--- config.mk ---
export PLATFORM = sky130hd
export DESIGN_NAME = aiv_fb_scheduler
export DESIGN_NICKNAME = d
export VERILOG_FILES = /design/src/rtl/aiv_pkg.sv /design/src/rtl/aiv_sync_edge.sv /design/src/rtl/aiv_fb_scheduler.sv
export SDC_FILE = /design/constraint.sdc
export NUM_CORES = 1
export LEC_CHECK = 0
export CAP_MARGIN = 25
export CORE_MARGIN = 1
export CORE_UTILIZATION = 54
export CTS_BUF_LIST = sky130_fd_sc_hd__clkbuf_8
export DETAILED_ROUTE_END_ITERATION = 7
export HOLD_SLACK_MARGIN = 0.05
export PLACE_DENSITY = 0.83
export SLEW_MARGIN = 10
export SYNTH_ARGS = -nofsm -noshare
export SYNTH_HDL_FRONTEND = slang
export SYNTH_HIERARCHICAL = 1
export SYNTH_SLANG_ARGS = --single-unit
--- constraint.sdc ---
create_clock -name clk -period 5.8 [get_ports clk]
set_input_delay 1.16 -clock clk [delete_from_list [all_inputs] [get_ports clk]]
set_output_delay 1.16 -clock clk [all_outputs]
set_load 0.05 [all_outputs]
--- src/rtl/aiv_pkg.sv ---
// Shared AIV video constants and types.
// Used by the framebuffer scheduler and the pixel tracker.
package aiv_pkg;

    localparam int ADDR_W         = 19;
    localparam int ACTIVE_V_START = 23;
    localparam int ACTIVE_LINES   = 288;
    localparam int LINE_WORDS     = 720;
    localparam int LB_AW          = 10;
    localparam int LINE_W         = 9;

    // Prefetch runs one line ahead of the first displayed line.
    localparam int PF_FIRST = ACTIVE_V_START - 1;
    localparam int PF_LAST  = PF_FIRST + ACTIVE_LINES - 1;

    typedef enum logic [1:0] {
        ST_IDLE,
        ST_VID,
        ST_HOST
    } fb_state_e;

    // Word address of the first dot of frame line f, modulo 2^ADDR_W.
    function automatic logic [ADDR_W-1:0] line_base(
        input logic [ADDR_W-1:0] base,
        input logic [9:0]        f,
        input int                words
    );
        logic [31:0] sum;
        sum = 32'(base) + 32'(f) * 32'(words);
        return sum[ADDR_W-1:0];
    endfunction

endpackage

--- src/rtl/aiv_sync_edge.sv ---
// Registered rising-edge detection for hsync and vsync.
// One flop stage per sync; the edge pulse lasts one clock.
module aiv_sync_edge (
    input  logic clk,
    input  logic nReset,
    input  logic hsync_i,
    input  logic vsync_i,
    output logic hs_rise_o,
    output logic vs_rise_o
);

    logic hs_q;
    logic vs_q;

    // Previous-cycle sync levels
    always_ff @(posedge clk or negedge nReset) begin
        if (!nReset) begin
            hs_q <= 1'b0;
            vs_q <= 1'b0;
        end else begin
            hs_q <= hsync_i;
            vs_q <= vsync_i;
        end
    end

    assign hs_rise_o = hsync_i & ~hs_q;
    assign vs_rise_o = vsync_i & ~vs_q;

endmodule

--- src/rtl/aiv_fb_scheduler.sv ---
// Framebuffer memory scheduler: line prefetch into a ping-pong
// line buffer, with host writes filling the idle gaps.
module aiv_fb_scheduler #(
    parameter logic [aiv_pkg::ADDR_W-1:0] FB_BASE = 19'h00000,
    parameter int LINE_WORDS = aiv_pkg::LINE_WORDS
) (
    input  logic                        clk,
    input  logic                        nReset,
    input  logic                        hsync,
    input  logic                        vsync,
    input  logic                        isFieldOdd,
    input  logic                        host_req,
    input  logic [aiv_pkg::ADDR_W-1:0]  host_addr,
    input  logic [15:0]                 host_wdata,
    output logic                        host_ack,
    output logic                        mem_req,
    output logic                        mem_we,
    output logic [aiv_pkg::ADDR_W-1:0]  mem_addr,
    output logic [15:0]                 mem_wdata,
    input  logic                        mem_ack,
    input  logic [15:0]                 mem_rdata,
    output logic                        lb_we,
    output logic [aiv_pkg::LB_AW-1:0]   lb_addr,
    output logic [15:0]                 lb_wdata,
    output logic                        lb_bank,
    output logic                        underrun,
    input  logic                        err_clr
);

    import aiv_pkg::*;

    localparam logic [LB_AW-1:0]  W_LAST  = LB_AW'(LINE_WORDS - 1);
    localparam logic [LINE_W-1:0] L_FIRST = LINE_W'(PF_FIRST);
    localparam logic [LINE_W-1:0] L_LAST  = LINE_W'(PF_LAST);

    fb_state_e          state_q, state_d;
    logic               hs_rise, vs_rise;
    logic [LINE_W-1:0]  line_q, line_d;
    logic [LB_AW-1:0]   w_q, w_d;
    logic               pending_q, pending_d;
    logic [ADDR_W-1:0]  base_q, base_d;
    logic               bank_q, bank_d;
    logic               mem_req_q, mem_req_d;
    logic               mem_we_q, mem_we_d;
    logic [ADDR_W-1:0]  mem_addr_q, mem_addr_d;
    logic [15:0]        mem_wdata_q, mem_wdata_d;
    logic               lb_we_q, lb_we_d;
    logic [LB_AW-1:0]   lb_addr_q, lb_addr_d;
    logic [15:0]        lb_wdata_q, lb_wdata_d;
    logic               underrun_q, underrun_d;
    logic               trig;
    logic [LINE_W-1:0]  act;
    logic [9:0]         frame;

    aiv_sync_edge u_edge (
        .clk       (clk),
        .nReset    (nReset),
        .hsync_i   (hsync),
        .vsync_i   (vsync),
        .hs_rise_o (hs_rise),
        .vs_rise_o (vs_rise)
    );

    // Field line counter; a vsync edge beats a coincident hsync edge
    always_comb begin
        line_d = line_q;
        if (vs_rise) begin
            line_d = '0;
        end else if (hs_rise) begin
            line_d = line_q + 1'b1;
        end
    end

    assign trig  = hs_rise & ~vs_rise &
                   (line_d >= L_FIRST) & (line_d <= L_LAST);
    assign act   = line_d - L_FIRST;
    assign frame = {act, isFieldOdd};

    // Arbitration, burst sequencing and line-buffer write generation
    always_comb begin
        state_d     = state_q;
        w_d         = w_q;
        pending_d   = pending_q;
        base_d      = base_q;
        bank_d      = bank_q;
        mem_addr_d  = mem_addr_q;
        mem_wdata_d = mem_wdata_q;
        lb_we_d     = 1'b0;
        lb_addr_d   = lb_addr_q;
        lb_wdata_d  = lb_wdata_q;
        underrun_d  = underrun_q;
        host_ack    = 1'b0;

        if (trig) begin
            pending_d = 1'b1;
            base_d    = line_base(FB_BASE, frame, LINE_WORDS);
            bank_d    = act[0];
        end

        // A trigger mid-burst means the previous line missed its slot
        if (trig && state_q == ST_VID) begin
            underrun_d = 1'b1;
        end else if (err_clr) begin
            underrun_d = 1'b0;
        end

        unique case (state_q)
            ST_IDLE: begin
                if (pending_d) begin
                    state_d    = ST_VID;
                    pending_d  = 1'b0;
                    w_d        = '0;
                    mem_addr_d = base_d;
                end else if (host_req) begin
                    state_d     = ST_HOST;
                    mem_addr_d  = host_addr;
                    mem_wdata_d = host_wdata;
                end
            end
            ST_VID: begin
                if (mem_ack) begin
                    lb_we_d    = 1'b1;
                    lb_addr_d  = w_q;
                    lb_wdata_d = mem_rdata;
                    if (pending_d) begin
                        pending_d  = 1'b0;
                        w_d        = '0;
                        mem_addr_d = base_d;
                    end else begin
                        w_d        = w_q + 1'b1;
                        mem_addr_d = mem_addr_q + 1'b1;
                        if (w_q == W_LAST) begin
                            state_d = ST_IDLE;
                        end
                    end
                end
            end
            ST_HOST: begin
                if (mem_ack) begin
                    host_ack = 1'b1;
                    state_d  = ST_IDLE;
                end
            end
            default: begin
                state_d = ST_IDLE;
            end
        endcase

        mem_req_d = (state_d != ST_IDLE);
        mem_we_d  = (state_d == ST_HOST);
    end

    // State and output registers
    always_ff @(posedge clk or negedge nReset) begin
        if (!nReset) begin
            state_q     <= ST_IDLE;
            line_q      <= '0;
            w_q         <= '0;
            pending_q   <= 1'b0;
            base_q      <= '0;
            bank_q      <= 1'b0;
            mem_req_q   <= 1'b0;
            mem_we_q    <= 1'b0;
            mem_addr_q  <= '0;
            mem_wdata_q <= '0;
            lb_we_q     <= 1'b0;
            lb_addr_q   <= '0;
            lb_wdata_q  <= '0;
            underrun_q  <= 1'b0;
        end else begin
            state_q     <= state_d;
            line_q      <= line_d;
            w_q         <= w_d;
            pending_q   <= pending_d;
            base_q      <= base_d;
            bank_q      <= bank_d;
            mem_req_q   <= mem_req_d;
            mem_we_q    <= mem_we_d;
            mem_addr_q  <= mem_addr_d;
            mem_wdata_q <= mem_wdata_d;
            lb_we_q     <= lb_we_d;
            lb_addr_q   <= lb_addr_d;
            lb_wdata_q  <= lb_wdata_d;
            underrun_q  <= underrun_d;
        end
    end

    assign mem_req   = mem_req_q;
    assign mem_we    = mem_we_q;
    assign mem_addr  = mem_addr_q;
    assign mem_wdata = mem_wdata_q;
    assign lb_we     = lb_we_q;
    assign lb_addr   = lb_addr_q;
    assign lb_wdata  = lb_wdata_q;
    assign lb_bank   = bank_q;
    assign underrun  = underrun_q;

endmodule

# [Word level (Yosys, flattened, before mapping)]
# Cells that the tools add are included.
[op_classes] mux=27 add_sub_neg=4 multipliers=1 n_bitwise=9 n_lt_le_gt_ge=2 eq_ne=7 reduce_logical=9
[ops] cell="two-way mux 19 bit" count=5
[ops] cell="case mux 19 bit (2 select lines)" count=1
[ops] cell="two-way mux 10 bit" count=3
[ops] cell="case mux 10 bit (2 select lines)" count=1
[ops] cell="adder 19 x 1 -> 19 bit, second input constant" count=1
[ops] cell="two-way mux 9 bit" count=2
[ops] cell="multiplier 10 x 6 -> 15 bit, second input constant" count=1
[ops] cell="two-way mux 2 bit" count=6
[ops] cell="adder 10 x 1 -> 10 bit, second input constant" count=1
[ops] cell="== test 10 bit, second input constant" count=1
[ops] cell="adder 9 x 1 -> 9 bit, second input constant" count=1
[ops] cell=">= comparator 9 x 5 -> 1 bit, second input constant" count=1
[ops] cell="less-or-equal comparator 9 bit, second input constant" count=1
[ops] cell="AND reduction 3 bit" count=3
[ops] cell="subtractor 9 x 5 -> 9 bit, second input constant" count=1
[ops] cell="two-way mux 1 bit" count=7
[ops] cell="case mux 2 bit (3 select lines)" count=1
[ops] cell="nonzero test 2 bit" count=3
[ops] cell="AND 1 bit" count=5
[ops] cell="== test 2 bit, second input constant" count=2
[ops] cell="inequality test 2 bit, second input constant" count=2
[ops] cell="inverter 1 bit" count=4
[ops] cell="inequality test 3 bit, second input constant" count=1
[ops] cell="== test 2 x 1 -> 1 bit, second input constant" count=1
[ops] cell="other kinds (4)" count=4
[totals] register_bits=109 in_bits=59 wordCells=75

# [Longest topological paths before layout]
# Gate-level depths: netlist of the first run.
[logic_depth] depth_word=12 ltp_mapped=24 mapped_depth_nobuf=23

# [By module]
# The synthesis of the first run kept the hierarchy.
[modules_own_cells] module="aiv_fb_scheduler" seq_area_each_um2=2677.6 cells_each=641 instances=1 area_each_um2=6381.1
[modules_own_cells] module="aiv_sync_edge" seq_area_each_um2=50.0 cells_each=4 instances=1 area_each_um2=77.6

# [Worst setup path before layout of the first run]
# No wires, ideal clock.
[synth_path] path_type="input -> register" from="in hsync" to="reg mem_addr_q[17], in the netlist mem_addr[17]" path_buffers=1 path_slack_ps=-165 t_arrival_ps=5870 cell_stages=22 cell_sequence="nor2b_4 > buf_2 > mux2i_1 > or2_2 > inv_1 > ha_1 > inv_1 > a211oi_2 > xnor2_1 > ha_1 > fa_1 > inv_1 > fa_1 > inv_1 > ha_1 > a21oi_1 > o21bai_1 > a2111oi_0 > o211ai_1 > nand3_1 > nor2_1 > o31ai_1"
[synth_via] elab_chain_cells=10 elab_cells_between_ends=18
[synth_rtl] element="start, declared" line="aiv_fb_scheduler.sv:9" rtl="input logic hsync,"
[synth_rtl] element="AND 1 bit *" line="aiv_sync_edge.sv:26" rtl="assign hs_rise_o = hsync_i & ~hs_q;"
[synth_rtl] element="two-way mux 9 bit *" line="aiv_fb_scheduler.sv:69" rtl="end else if (hs_rise) begin"
[synth_rtl] element="two-way mux 9 bit *" line="aiv_fb_scheduler.sv:67" rtl="if (vs_rise) begin"
[synth_rtl] element="net line_d[1]" line="aiv_fb_scheduler.sv:38" rtl="logic [LINE_W-1:0] line_q, line_d;"
[synth_rtl] element="parallel branches: the longest is 7 deep, another holds multiplier 10 x 6 -> 15 bit"
[synth_rtl] element="end signal, assigned" line="aiv_fb_scheduler.sv:179" rtl="mem_addr_q <= mem_addr_d;"
[synth_rtl] element="end, declared" line="aiv_fb_scheduler.sv:45" rtl="logic [ADDR_W-1:0] mem_addr_q, mem_addr_d;"
# Mark *: on every way through the listed nets, which the timed path passes. The select of a mux whose other input is x is not followed.
# A chain may end at the register's enable or synchronous reset.

# [Worst setup path after layout of the first run]
[layout_path] from="in hsync" to="reg mem_addr_q[16], in the netlist mem_addr[16]"
[layout_via] elab_chain_cells=10 elab_cells_between_ends=18
[layout_rtl] element="AND 1 bit *" line="aiv_sync_edge.sv:26"
[layout_rtl] element="net hs_rise" line="aiv_fb_scheduler.sv:37" rtl="logic hs_rise, vs_rise;"
[layout_rtl] element="parallel branches: the longest is 9 deep, another holds multiplier 10 x 6 -> 15 bit"
# Marked as above.

==> results of run 1 <==
worst min-delay path by stage:
stage                       endpoint  cells past startpoint  slack (ns)
after floorplan           base_q[16]                      2        0.43
after global placement    base_q[16]                      2        0.45
after detailed placement  base_q[16]                      2        0.45
after CTS                 base_q[16]                      2        0.48
after global routing      base_q[17]                      2        0.51
final                     base_q[16]                      2        0.48
cells in the final DEF, fill, tap and decap left out, drive strengths merged, types with 6 or more instances in the layout:
| master | netlist | layout |
|---|---|---|
| inv | 51 | 56 |
| nand4 | 10 | 10 |
| nand3 | 17 | 17 |
| a211oi | 13 | 13 |
| clkdlybuf4s50 | 0 | 124 |
| a2111oi | 6 | 6 |
| ha | 32 | 32 |
| dfrtp | 109 | 109 |
| fa | 10 | 10 |
| nand2 | 65 | 65 |
| mux2 | 50 | 50 |
| o21ai | 32 | 32 |
| xor2 | 15 | 15 |
| clkbuf | 20 | 9 |
| buf | 9 | 58 |
| nor2b | 7 | 7 |
| a21oi | 38 | 38 |
| or3 | 8 | 8 |
| and2 | 6 | 6 |
| nor2 | 42 | 42 |
| o31ai | 10 | 10 |
| xnor2 | 25 | 25 |
what timing repair did:
action / in CTS / in global routing
buffers inserted: 1 / 2
pin swaps: 0 / 21
resized for setup: 4 / 40
endpoints found under the setup margin: 5 / 11
hold buffers: 0 / 0
layer usage:
metal / vias up / global-route usage / part of all wire
li1: 2579 / - / -
met1: 2741 / 0.319 / 0.39
met2: 201 / 0.498 / 0.53
met3: 32 / 0.0697 / 0.064
met4: 0 / 0.101 / 0.020
met5: - / 0 / 0
final cells by class:
class	count	area, sq um
clock buffer	9	124
clock inverter	6	53.8
fill	738	2890
inverter	51	191
multi-input combinational	456	3680
sequential	109	2730
tap	143	179
timing repair buffer	182	1680
flip-flops by register name, summed over array words and instances, names as in the netlist:
register and flops:
w_q 10, lb_bank 1, lb_addr 10, mem_we 1
base_q 19, state_q 2, u_edge/hs_q 1, pending_q 1
mem_req 1, u_edge/vs_q 1, line_q 9, underrun 1
lb_wdata 16, mem_wdata 16, mem_addr 19, lb_we 1
worst register-to-register path, stage by stage, from the launching register on:
cell,delay [ns]
dfrtp_1,0.45
ha_1,0.31
a21bo_2,0.25
a21oi_2,0.19
ha_2,0.21
inv_1,0.07
a211oi_4,0.31
xnor2_2,0.19
ha_4,0.25
fa_1,0.54
inv_1,0.06
fa_1,0.51
inv_1,0.07
ha_4,0.29
a21oi_4,0.07
o21bai_4,0.17
a2111oi_4,0.11
or4_4,0.53
nand3_2,0.08
nor2_1,0.04
o31ai_1,0.20
kinds of logic (layout without fill, tap and decap cells):
| kind of cell | Yosys count | after routing |
|---|---|---|
| xor gates and xnor gates | 41 | 41 |
| muxes | 54 | 54 |
| and+or+nand+nor | 183 | 183 |
| AOI/OAI and AO/OA | 135 | 135 |
| adders and majority gates | 43 | 43 |
| buffers and inverters | 80 | 248 |
| DFF | 109 | 109 |
power by group through the flow:
| stage | clock network [uW] | logic [uW] | registers, uW |
|---|---|---|---|
| after CTS | 451 | 1260 | 911 |
| after global placement | 0 | 1180 | 919 |
| final | 444 | 1410 | 913 |
| after global routing | 477 | 1520 | 922 |
| after floorplan | 0 | 547 | 1130 |
| after detailed placement | 0 | 1220 | 925 |
per-stage QoR:
| stage | area, sq um | hold WS [ns] | std cells | total power [uW] |
|---|---|---|---|---|
| 3_5_place_dp | 8190 | 0.453 | 938 | 2140 |
| 5_1_grt | 8630 | 0.512 | 956 | 2920 |
| 6_report | 8630 | 0.485 | 956 | 2770 |
| 3_3_place_gp | 8190 | 0.450 | 938 | 2100 |
| 2_1_floorplan | 6480 | 0.433 | 645 | 1680 |
| 4_1_cts | 8400 | 0.481 | 954 | 2620 |
Yosys cell counts (4+ instances only):
cell type  count  share of area
xnor2_1       25          0.034
nand2_1       65          0.038
xor2_1        15          0.020
mux2_2        33          0.058
o21ai_1       15          0.012
nand3_1       17          0.013
or3_1          8         0.0077
a2111oi_0      6         0.0081
o21ai_0       17          0.013
nand4_1        9         0.0087
and2_1         6         0.0058
and4_1         4         0.0054
dfrtp_1      109           0.42
clkbuf_1      20          0.012
buf_2          7         0.0054
a211oi_1      12          0.014
nor2b_1        5         0.0048
fa_1          10          0.031
a31oi_1        4         0.0039
nor3_1         4         0.0031
nor2_1        42          0.024
ha_1          32          0.062
a21oi_1       36          0.028
o31ai_1       10          0.012
inv_1         50          0.029
a311oi_1       4         0.0054
and3_1         4         0.0039
mux2_1        17          0.030
==> out/qor.csv, run 1 <==
metric;value;unit
Core Footprint;0.0115;sq mm
via count;5553;
Lkg Pwr;0.00387;uW
CP Class;in2reg;
Starting DRT DRC Count;377;
worst skew pair latency;0.39;ns
fmax;0.176;GHz
num ports;126;
Synth Flop Type;dfrtp_1;
end of the critical path;mem_addr[16];
Slew Viols, Final;0;
initial antenna violation count;0;
Initial DRT Pass Iterations;7;
Synth Area in Simple Gates;0.139;
wire per inst;17.5;um
Inserted Diodes;0;
Final Critical Period;5.69;ns
Layout Skew;0.0111;ns
syn nets;746;
Syn Std Cell Area;0.00646;sq mm
RR Endpoint;mem_addr[17];
pre-CTS WS;-0.535;ns
Initial Util;0.561;
max cap viols;0;
Avg Inst Size Synth;10.0;sq um
Comb pwr share;0.510;
RSZ-0062 raised after global routing;true;
Hold Crit Class;reg2reg;
residual DRC count;2;
GRT overflow;0;
H-tree depth;3;
PortBufs;125;
R2R setup slack;0.83;ns
final net count;910;
failing checks;design-rule violations;
Synth Instances;645;
clk slew on worst S/H paths;0.10;ns
Yosys reg bits;109;
Setup crit end kind;register;
measured slew at the worst slew-check pin;1.00;ns
slowest stage delay, CP;0.52;ns
synth warn;6;
EDFF count, synth;0;
Area growth, synth to finish;33.6;%
critical path launch point type;input port;
XOR/XNOR share of the synthesized area;0.0577;
crit path setup slack, layout;0.114;ns
main combinational cell family by area after synthesis;compound AO/OA/AOI/OAI gates;
largest net degree at the start of global routing;74;
clock power share;0.160;
Root Buffer;clkbuf_8;
vias in the first global route;5852;
critical path depth;22;
Final Wtd Congestion;0.908;
post-synthesis compound-gate area fraction;0.141;
CP top delay family;adder cells;
worst path bufs/invs;6;
Critical Path, Cell by Cell;clkdlybuf4s50_1 > nor2b_4 > buf_4 > buf_4 > nand3b_1 > o32a_1 > a211oi_2 > buf_4 > nor2_1 > xor2_1 > ha_1 > inv_1 > fa_1 > fa_1 > inv_1 > ha_4 > or3_4 > a311oi_4 > o21ai_1 > nand3b_1 > a21oi_1 > o31a_1;
sw frac;0.411;
internal power;1630;uW
Fin. Hold Viols;0;
row count;39;
clk sinks;109;
sw power;1140;uW
Die Y;111;um
die width;111;um
crit path DAT;5.97;ns
layout cell share with drive strength beyond 1;0.187;
Synth cell types;65;
gr usage total;0.277;
setup TNS;0;ns
worst-path fanout max;7;
share of power burned in registers;0.330;
mux share of post-synthesis cell area;0.0953;
Max stage delay cell, worst path;fa_1;
Post-DRT Antenna Nets;0;
CTS tree;built;
critical path required time;6.08;ns
final core occ;0.749;
worst relative slew slack;0.330;
period utilization;0.980;
Crit path top cell by count;buf_4;
die area;0.0124;sq mm
status;finished, violations left;
Worst Hold Launch;base_q[16];
drt total wl;16800;um
Final setup violation count;0;
fraction of registers with async set/reset;1.00;
Reg-to-Reg Start;line_q[0];
pwr dens;321;mW/mm^2
FF-to-FF path depth;20;
drt via density;5.81;
CP startpoint;hsync;
first-pass GRT wire length;27400;um
dpl hpwl;12100;um
post-synthesis sequential area ratio;0.422;
TritonCTS buffer count;9;
Synth Area in Adders;0.0945;
Peak supply drop;0.214;mV
clock tree buffer depth;2;
Power figures use the tool's default switching activity.
==> inputs of run 2 (changes only) <==
--- a/config.mk
+++ b/config.mk
@@ -5,7 +5,7 @@
 export SDC_FILE = /design/constraint.sdc
 export NUM_CORES = 1
 export LEC_CHECK = 0
-export CAP_MARGIN = 25
+export ABC_CLOCK_PERIOD_IN_PS = 5800
 export CORE_MARGIN = 1
 export CORE_UTILIZATION = 54
 export CTS_BUF_LIST = sky130_fd_sc_hd__clkbuf_8
==> results of run 2 <==
No change in the layout: final DEF, timing and power equal those of run 1.
==> inputs of run 3 (changes only) <==
--- a/config.mk
+++ b/config.mk
@@ -6,7 +6,6 @@
 export NUM_CORES = 1
 export LEC_CHECK = 0
 export ABC_CLOCK_PERIOD_IN_PS = 5800
-export CORE_MARGIN = 1
 export CORE_UTILIZATION = 54
 export CTS_BUF_LIST = sky130_fd_sc_hd__clkbuf_8
 export DETAILED_ROUTE_END_ITERATION = 7
==> results of run 3 <==
No change in the layout: final DEF, timing and power equal those of run 1.
